[src/rtl/registerfile_multiport_pkg.sv]
// Shared types and constants for the multiport register file and its storage cells.
package registerfile_multiport_pkg;

    typedef enum logic {
        WIPE_IDLE,
        WIPE_SWEEP
    } wipe_state_t;

    localparam int DEFAULT_DATA_W = 32;
    localparam int DEFAULT_ADDR_W = 4;

    // Port A reads this index as zero while base-address mode is active.
    localparam int R0_IDX = 0;

endpackage

[src/rtl/registerfile_multiport_register_n.sv]
// Single storage cell: loads D when write is high, asynchronous active-low clear.
module register_n #(
    parameter int DATA_W = 32
) (
    input  logic              clk,
    input  logic              clr,
    input  logic              write,
    input  logic [DATA_W-1:0] D,
    output logic [DATA_W-1:0] Q
);

    always_ff @(posedge clk or negedge clr) begin
        if (!clr) begin
            Q <= '0;
        end else if (write) begin
            Q <= D;
        end
    end

endmodule

[src/rtl/registerfile_multiport.sv]
// Register file with one write port, two registered read ports with bypass,
// base-address R0 masking on port A, a debug tap and a sequential wipe engine.
module registerfile_multiport
    import registerfile_multiport_pkg::*;
#(
    parameter int DATA_W  = DEFAULT_DATA_W,
    parameter int ADDR_W  = DEFAULT_ADDR_W,
    parameter int TAP_REG = 12
) (
    input  logic              in_clk,
    input  logic              in_clr,
    input  logic [DATA_W-1:0] in_Cdata,
    input  logic [ADDR_W-1:0] in_Cselect,
    input  logic              in_write,
    input  logic [ADDR_W-1:0] in_Aselect,
    input  logic [ADDR_W-1:0] in_Bselect,
    input  logic              in_read,
    input  logic              in_BAout,
    input  logic              in_wipe,
    output logic [DATA_W-1:0] out_Adata,
    output logic [DATA_W-1:0] out_Bdata,
    output logic              out_valid,
    output logic              out_busy,
    output logic [DATA_W-1:0] out_tap
);

    localparam int DEPTH = 2 ** ADDR_W;
    localparam logic [ADDR_W-1:0] LAST_IDX = ADDR_W'(DEPTH - 1);

    wipe_state_t                  state;
    logic [ADDR_W-1:0]            sweep_cnt;
    logic [DEPTH-1:0][DATA_W-1:0] regs;
    logic                         idle;
    logic                         sweeping;
    logic                         write_ok;
    logic                         read_ok;
    logic [DATA_W-1:0]            cell_d;
    logic [DATA_W-1:0]            a_next;
    logic [DATA_W-1:0]            b_next;

    // A wipe request in IDLE pre-empts any write or read sampled at the same edge.
    assign idle     = (state == WIPE_IDLE);
    assign sweeping = (state == WIPE_SWEEP);
    assign write_ok = idle && in_write && !in_wipe;
    assign read_ok  = idle && in_read && !in_wipe;
    assign cell_d   = sweeping ? '0 : in_Cdata;

    generate
        for (genvar i = 0; i < DEPTH; i++) begin : g_cell
            logic cell_we;
            assign cell_we = (write_ok && (in_Cselect == ADDR_W'(i)))
                          || (sweeping && (sweep_cnt == ADDR_W'(i)));
            register_n #(.DATA_W(DATA_W)) u_reg (
                .clk   (in_clk),
                .clr   (in_clr),
                .write (cell_we),
                .D     (cell_d),
                .Q     (regs[i])
            );
        end
    endgenerate

    // R0 masking outranks bypass on port A; port B only ever bypasses.
    always_comb begin
        a_next = regs[in_Aselect];
        b_next = regs[in_Bselect];
        if (in_BAout && (in_Aselect == ADDR_W'(R0_IDX))) begin
            a_next = '0;
        end else if (write_ok && (in_Cselect == in_Aselect)) begin
            a_next = in_Cdata;
        end
        if (write_ok && (in_Cselect == in_Bselect)) begin
            b_next = in_Cdata;
        end
    end

    always_ff @(posedge in_clk or negedge in_clr) begin
        if (!in_clr) begin
            state     <= WIPE_IDLE;
            sweep_cnt <= '0;
            out_busy  <= 1'b0;
            out_valid <= 1'b0;
            out_Adata <= '0;
            out_Bdata <= '0;
        end else begin
            case (state)
                WIPE_IDLE: begin
                    out_valid <= read_ok;
                    if (read_ok) begin
                        out_Adata <= a_next;
                        out_Bdata <= b_next;
                    end
                    if (in_wipe) begin
                        state     <= WIPE_SWEEP;
                        sweep_cnt <= '0;
                        out_busy  <= 1'b1;
                    end
                end
                WIPE_SWEEP: begin
                    out_valid <= 1'b0;
                    if (sweep_cnt == LAST_IDX) begin
                        state     <= WIPE_IDLE;
                        sweep_cnt <= '0;
                        out_busy  <= 1'b0;
                    end else begin
                        sweep_cnt <= sweep_cnt + 1'b1;
                    end
                end
                default: begin
                    state     <= WIPE_IDLE;
                    sweep_cnt <= '0;
                    out_busy  <= 1'b0;
                    out_valid <= 1'b0;
                end
            endcase
        end
    end

    assign out_tap = regs[TAP_REG];

endmodule

[config.mk]
export PLATFORM = sky130hd
export DESIGN_NAME = registerfile_multiport
export DESIGN_NICKNAME = d
export VERILOG_FILES = /design/src/rtl/registerfile_multiport_pkg.sv /design/src/rtl/registerfile_multiport_register_n.sv /design/src/rtl/registerfile_multiport.sv
export SDC_FILE = /design/constraint.sdc
export NUM_CORES = 1
export LEC_CHECK = 0
export CORE_MARGIN = 2
export CORE_UTILIZATION = 62
export CTS_CLUSTER_SIZE = 10
export DETAILED_ROUTE_END_ITERATION = 7
export HOLD_SLACK_MARGIN = 0.1
export PLACE_DENSITY = 0.82
export SLEW_MARGIN = 10
export SYNTH_ARGS = -nofsm -noshare
export SYNTH_HDL_FRONTEND = slang
export SYNTH_SLANG_ARGS = --single-unit
[constraint.sdc]
create_clock -name in_clk -period 2.75 [get_ports in_clk]
set_input_delay 0.55 -clock in_clk [delete_from_list [all_inputs] [get_ports in_clk]]
set_output_delay 0.55 -clock in_clk [all_outputs]
set_load 0.02 [all_outputs]
==> results of run 1 <==
-- cells in the mapped netlist, types with 8 or more instances --
cell type                  instances  area share [%]
sky130_fd_sc_hd__dfrtp_1         583              50
sky130_fd_sc_hd__a32oi_2           9            0.50
sky130_fd_sc_hd__mux2i_1         128             4.4
sky130_fd_sc_hd__and3_1           33            0.71
sky130_fd_sc_hd__nor2_1            8            0.10
sky130_fd_sc_hd__a21oi_1          34            0.58
sky130_fd_sc_hd__nand2b_1         33            0.71
sky130_fd_sc_hd__buf_4            11            0.28
sky130_fd_sc_hd__nor2b_1           9            0.19
sky130_fd_sc_hd__buf_1             9            0.12
sky130_fd_sc_hd__a22oi_1          64             1.6
sky130_fd_sc_hd__clkbuf_1        177             2.3
sky130_fd_sc_hd__o22ai_1          64             1.4
sky130_fd_sc_hd__buf_2            60             1.0
sky130_fd_sc_hd__nand2_1         588             7.6
sky130_fd_sc_hd__mux4_2          192              15
sky130_fd_sc_hd__o21ai_1          88             1.5
sky130_fd_sc_hd__a211oi_1         31            0.80
sky130_fd_sc_hd__a221o_1          32             1.1
sky130_fd_sc_hd__buf_6             9            0.35
sky130_fd_sc_hd__o21ai_0         493             8.5
-- flip-flops by register name (all words and copies together), names as in the netlist --
register,flops
g_cell.u_reg.Q,512
out_Bdata,32
out_Adata,32
out_busy,1
out_valid,1
sweep_cnt,4
state,1
-- worst min path at each step --
stage,end,depth (start not counted)
floorplan,g_cell[0].u_reg.Q[0],0
CTS,g_cell[8].u_reg.Q[0],2
global route,g_cell[11].u_reg.Q[29],2
global placement,out_Adata[25],2
finish,g_cell[11].u_reg.Q[29],2
detailed placement,out_Adata[13],2
-- repair_timing --
action,CTS,global route
hold buffers,1,0
endpoints found under the hold margin,27,0
buffers inserted,0,0
setup endpoints to repair,0,0
-- area by class of cell --
class | count | area, um2 | area share (%)
Antenna cell | 3 | 7.51 | 0.0222
Clock buffer | 72 | 1750 | 5.16
Inverter | 5 | 18.8 | 0.0554
Multi-Input combinational cell | 1853 | 13500 | 39.9
Clock inverter | 6 | 63.8 | 0.188
Tap cell | 607 | 759 | 2.24
Sequential cell | 583 | 14600 | 43.1
Timing Repair Buffer | 268 | 3160 | 9.33
-- stage by stage --
step | hold WS (ns) | instances | setup slack (ns) | util, %
floorplan | 0.254 | 2707 | 0.563 | -
global placement | 0.470 | 3315 | 0.113 | 69.0
detailed placement | 0.475 | 3315 | 0.0473 | 69.0
global route | 0.488 | 3395 | 0.443 | 72.9
finish | 0.470 | 3397 | 0.448 | 72.9
CTS | 0.464 | 3394 | 0.468 | 72.9
-- metal layers --
layer / vias up / part of all wire (%)
met1: 11900 / 37
met3: 350 / 11
met2: 1613 / 48
met4: 0 / 4.5
li1: 9971 / -
met5: - / 0
-- cells by family (layout without fill, tap and decap cells) --
group / count (synthesis) / count (layout)
compound gates: 825 / 825
xor+xnor: 8 / 8
fa+ha+maj: 4 / 4
buf+inv: 271 / 351
flops: 583 / 583
mux: 321 / 321
other cells: 0 / 3
simple gates: 695 / 695
-- report_power, final --
part / internal (mW) / switching, mW / total [mW]
combinational: 3.99 / 5.08 / 9.07
sequential: 11.1 / 2.08 / 13.2
clock: 4.48 / 3.40 / 7.88
==> results.txt, run 1 <==
- Global Route met2 Usage: around 57%
- The number of nets in the synthesized netlist is 2761.
- Post-route DRC: 0
- Die extent in y: 221 um
- RSZ-0062 raised after global routing: no
* Clock edge transition at the registers on the reported setup and hold paths: 0.06 ns
* CP required: 2.20 ns
- Met1 global-route usage: 48.1%
* Gate count of the mapped netlist: 2707
* Slowest-stage cell, CP: sky130_fd_sc_hd__clkdlybuf4s50_1
* Endpoint of the worst-slack reg-to-reg timing path: g_cell[1].u_reg.Q[14]
* H-tree depth reported by CTS: 3
* Post-synthesis simple-gate area fraction: 9.89%
* Initial Utilization: 62.8%
- The critical path starts at g_cell[12].u_reg.Q[13].
* Area Overhead vs Synth: 16.2%
- GRT Overall Usage: 36.3%
* Cells along the critical path: clkdlybuf4s50_1
- Initial detailed-routing violation count: 2786
* Register area share after synthesis: between 50% and 60%
- Startpoint type of the worst setup path: flip-flop
* Post-place instance area: 32100 um2
* # clock sinks: between 500 and 600
* Synthesized-area fraction occupied by ao, oa, aoi and oai cells: 16.3%
- In this run the worst path has a maximum fanout of 4.
- For met3 alone, demand over resource in global routing was 8.37%.
- Final worst path period need: 2.30 ns
* Max Root-Sink Buffers: 3
- Total of endpoints with negative setup slack in the final report: 0
- The final-report hold violation count was 0.
- Clock tree from TritonCTS: built
- Summing the areas of all fa, ha and maj instances in the mapped netlist gives 0.172% of the synthesized area.
- Max transition margin: 45.6%
- Placer congestion estimate: 0.878
* Overall Power: 30.1 mW
* IR drop worst, VDD: about 670 uV
- In this run the number of cells on the critical path is 1.
- Number of cells upsized or downsized after cts: 0
* Number of warnings printed during yosys synthesis: 0
- Of the total synthesized cell area, the portion taken by XOR and XNOR cells is less than 1%.
- Most congested layer reported by global routing: met2
* Fill cell total of the finished layout: 3012
- Largest net degree at the start of global routing: about 110
* Final antenna-violating net count: 0
* Area enclosed by the die boundary: around 49000 um2
* FP Rows: 79
- Clock latency of the later-clocked register in the worst-skew pair: 0.61 ns
- Cell at the root of the clock tree: sky130_fd_sc_hd__clkbuf_16
- For flop-to-flop paths, the worst setup slack is 0.50 ns.
- Proportion of synthesized area in mux cells: 19.3%
* Via count of the first global-routing pass: 24500
- By startpoint and endpoint, the worst setup path is classified as flip-flop to output port.
- In this run the static leakage power is roughly 14 nW.
- The library cell used most frequently in the layout, excluding fill and tap cells, is sky130_fd_sc_hd__nand2_1.
- Worst setup path endpoint: out_tap[13]
- Top_reg_cell synth: sky130_fd_sc_hd__dfrtp_1
- In this run the power density over the cells is 889 nW/um2.
- After floorplanning, the core was sized to cover 46500 um2.
- The initial antenna violation count came to 3.
* Hold WC Path Type: primary input to async pin
- Once detailed placement completed, the half-perimeter wirelength came to approximately 54 mm.
* Worst-margin pin slew: 0.809 ns
* Post-layout nets: roughly 2800
* Launch point of the worst reg-to-reg path: state
* Upper clock frequency limit: 434 MHz
- Netlist cell types: 44
* Mean cell area of the mapped netlist: ~11 um2
- The number of buffers and inverters on the critical path is 1.
* Number of slew-limit violations in the final report: 0
- After synthesis the netlist holds a flip-flop and latch count of 583.
- The flow ran to the end, and the final reports show no timing, DRC or antenna violations.
- Dividing the detail-routed wire length by the instance count gives 25.8 um.
- First-pass GRT wire length: 139 mm
- Setup total negative slack on the finished layout was measured at 0 ns.
* # Max-Cap Violations: 0
* Vias per cell: around 7
- Worst Setup End Kind: output port
* Input/output buffers: 147
* Kind of cell with the highest combined delay on the critical path: buffers and inverters
* Fraction of synthesis flops using an asynchronous set or reset pin: 100%
* Total via count after detailed routing: 23800
- The final layout contains routed wiring with a total length of 87.6 mm.
- Data arrives at the worst endpoint at 1.75 ns.
- The mapped netlist covers 29200 um2.
- Combinational family with the most area after synthesis: multiplexers
- Router iterations before antenna repair: 8
- The die is about 220 um wide.
* Fraction of final layout cells sized beyond drive strength 1: between 10% and 20%
- Overall overflow remaining after global route: 0
- Yosys mapped a number of flops with a built-in enable equal to 0.
- On the worst path, the slowest cell contributes a delay of 0.69 ns.
* Fin Clk Skew: about 0.023 ns
- Total I/O pin count: 148
- After routing the design area is between 30000 and 40000 um2.
- The worst register-to-register path has a depth of 5.
* Num CTS Buffers: 68
* Top library cells by usage in the layout, fill and taps aside: 587 x sky130_fd_sc_hd__nand2_1, 582 x sky130_fd_sc_hd__dfrtp_1, 493 x sky130_fd_sc_hd__o21ai_0
* Crit share post-route: between 80 and 90%
Power figures use the tool's default switching activity.
==> run 2: changes to the inputs <==
- CORE_UTILIZATION: 62 -> 55
- PLACE_DENSITY: 0.82 -> 0.77
- clock period: 2.75 -> 2 ns (I/O delays scaled with it)
==> results.txt, run 2 (synthesized netlist as in run 1, its figures left out) <==
- Setup repair after global routing could not meet its margin everywhere.
- Cell at the root of the clock tree: sky130_fd_sc_hd__clkbuf_16
* Biggest fanout along the worst timing path: 34
* Most congested layer reported by global routing: met2
- After floorplanning, the core was sized to cover 52400 um2.
* Total I/O pin count: 148
- Fill cell total of the finished layout: ~3600
* Worst Setup End Kind: flip-flop
- Initial Utilization: a little under three fifths
* Delay contributed by the slowest stage of the critical path: 0.77 ns
- Post-place instance area: 33200 um2
* Startpoint type of the worst setup path: flip-flop
- FP Rows: 84
- The worst hold path belongs to the class primary input to async pin.
- The first TritonRoute pass finished after 7 iterations.
* Total of endpoints with negative setup slack in the final report: 53
- Clock latency of the later-clocked register in the worst-skew pair: 0.60 ns
* Num CTS Buffers: 69
- The final-report hold violation count came to 0.
* Status: complete, but fails checks
* Largest net degree at the start of global routing: 121
* Registers with the most flip-flops: g_cell.u_reg.Q (512), out_Adata (32), out_Bdata (32)
* Combined flip-flop and latch cell area: 14600 um2
- Area used by multi-input combinational logic: 13600 um2
- First-pass GRT wire length: around 140 mm
- The critical path goes through nor4_2 > a31oi_4 > buf_12 > nand2_1 > o21ai_0.
- Global routing used 51.8% of the available met2 tracks.
* H-tree depth reported by CTS: 3
* Critical path class: flip-flop to flip-flop
- Final routed wire length divided by cell count: about 25 um
* # Max-Cap Violations: 0
* Clock tree from TritonCTS: built
- Worst-margin pin slew: 0.826 ns
* Crit share post-route: 104%
- The via count of the first global-routing pass was 24500.
- Max transition margin: 44.5%
* Slack of the worst reg-to-reg path: -0.07 ns
* Register with the most flip-flops: g_cell.u_reg.Q
* Fin Clk Skew: 0.0111 ns
* Launch point of the worst reg-to-reg path: state
- Placer congestion estimate: a little under 0.9
- Leak pwr: 15.2 nW
- Area enclosed by the die boundary: around 55000 um2
* Number of antenna violations at the first check in global routing: 0
- IR drop worst, VDD: 724 uV
- Number of flip-flops under the largest register name: 512
- Data arrives at the worst endpoint at 2.51 ns.
- Dividing the detail-routed via count by the number of cells gives 6.69.
- The finished cells cover 35200 um2.
* CP required: around 2.4 ns
- Post-layout nets: 2927
- Upper clock frequency limit: 483 MHz
- Detailed placement finished with a half-perimeter wire length of about 58 mm.
- Overall overflow remaining after global route: 0
- The die is 234 um tall.
- The checks that failed: negative setup slack.
- Overall Power: approximately 42 mW
* Worst-case reg-to-reg path depth: 5
* Slowest-stage cell, CP: sky130_fd_sc_hd__nor4_2
* Total via count after detailed routing: between 20000 and 25000
* Most common library cell in the layout ignoring fill and taps: sky130_fd_sc_hd__nand2_1
- # clock sinks: 583
- The post-route netlist has 18.4% of its cells at a drive strength greater than 1.
* Met1 global-route usage: around 45%
- Clock edge transition at the registers on the reported setup and hold paths: 0.06 ns
- In this run, the number of DRC markers left after iteration 0 of detailed routing was 2678.
- Worst Setup Slack, final: -0.0704 ns
- Grouping stages by cell kind, the critical path spends the most delay in simple AND/OR/NAND/NOR gates.
- During placement, the flow inserted port buffers numbering approximately 150.
- Measured on the finished design, the core utilization comes to 67.1%.
- Endpoint of the worst-slack reg-to-reg timing path: g_cell[14].u_reg.Q[19]
- After detailed routing, the total wire length is 89.3 mm.
* Top library cells by usage in the layout, fill and taps aside: 587 x sky130_fd_sc_hd__nand2_1, 582 x sky130_fd_sc_hd__dfrtp_1, 493 x sky130_fd_sc_hd__o21ai_0
- Total power density per cell area: ~1200 nW/um2
- Final antenna-violating net count: 0
- GRT Overall Usage: 33.2%
* Final worst path period need: about 2.1 ns
- The total count of max-transition violations in the final report came to 0.
- For this run, design rule violations remaining after detail routing come to 0.
- GR Layer Usage met3: 7.49%
- Antenna diode instance count: 0
- The area growth from synthesis to layout is 20.6%.
* Sum Neg Setup Slack: -1.44 ns
- The number of buffers and inverters on the critical path is 1.
- Horizontal die dimension: 234 um
- Max Root-Sink Buffers: 3
## run 2: metal layers
metal | wire length, um | share of wire [%]
met4 | 3860 | 4.3
met5 | 0 | 0
met3 | 9640 | 11
met2 | 42100 | 47
met1 | 33700 | 38
## run 2: area by class of cell
cell class | instances | area share (%)
flip-flops and latches | 583 | 41.5
multi-input cells | 1853 | 38.6
repair buffers | 361 | 11.9
clock buffers | 82 | 5.34
well taps | 688 | 2.45
clock inverters | 5 | 0.135
inverters | 5 | 0.0534
## run 2: worst register-to-register path: cells and delay by family (launching register included)
kind	cells	cell delay, ns
flip-flops	1	0.49
buffers and inverters	1	0.22
AND/OR/NAND/NOR	2	0.90
AO/OA/AOI/OAI	2	0.31
## run 2: worst max-delay path by stage
| stage | slack [ns] | cells after the start | endpoint | start |
|---|---|---|---|---|
| finish | -0.07 | 5 | g_cell[14].u_reg.Q[19] | state |
| global route | -0.16 | 5 | g_cell[14].u_reg.Q[21] | state |
| CTS | -0.05 | 5 | g_cell[12].u_reg.Q[20] | state |
| detailed placement | -0.70 | 8 | out_Adata[7] | in_Aselect[3] |
| global placement | -0.70 | 8 | out_Adata[7] | in_Aselect[3] |
| floorplan | 0.02 | 7 | out_Bdata[10] | in_Bselect[0] |
## run 2: per-stage QoR
step | std cells | setup WS (ns) | hold slack (ns)
2_1_floorplan | 2707 | 0.0222 | 0.104
3_3_place_gp | 3486 | -0.696 | 0.261
3_5_place_dp | 3486 | -0.701 | 0.265
4_1_cts | 3574 | -0.0491 | 0.237
5_1_grt | 3577 | -0.163 | 0.246
6_report | 3577 | -0.0704 | 0.243
## run 2: where the power goes
| group | switching [mW] | internal [mW] |
|---|---|---|
| combinational | 7.08 | 5.65 |
| sequential | 2.83 | 15.3 |
| clock | 4.72 | 6.55 |
## run 2: what timing repair did
action,in CTS,in global routing
setup endpoints to repair,132,303
buffers inserted,0,2
cloned,0,1
gates resized for setup,61,25
hold buffers,1,0
endpoints found under the hold margin,248,0
pin swaps,0,1
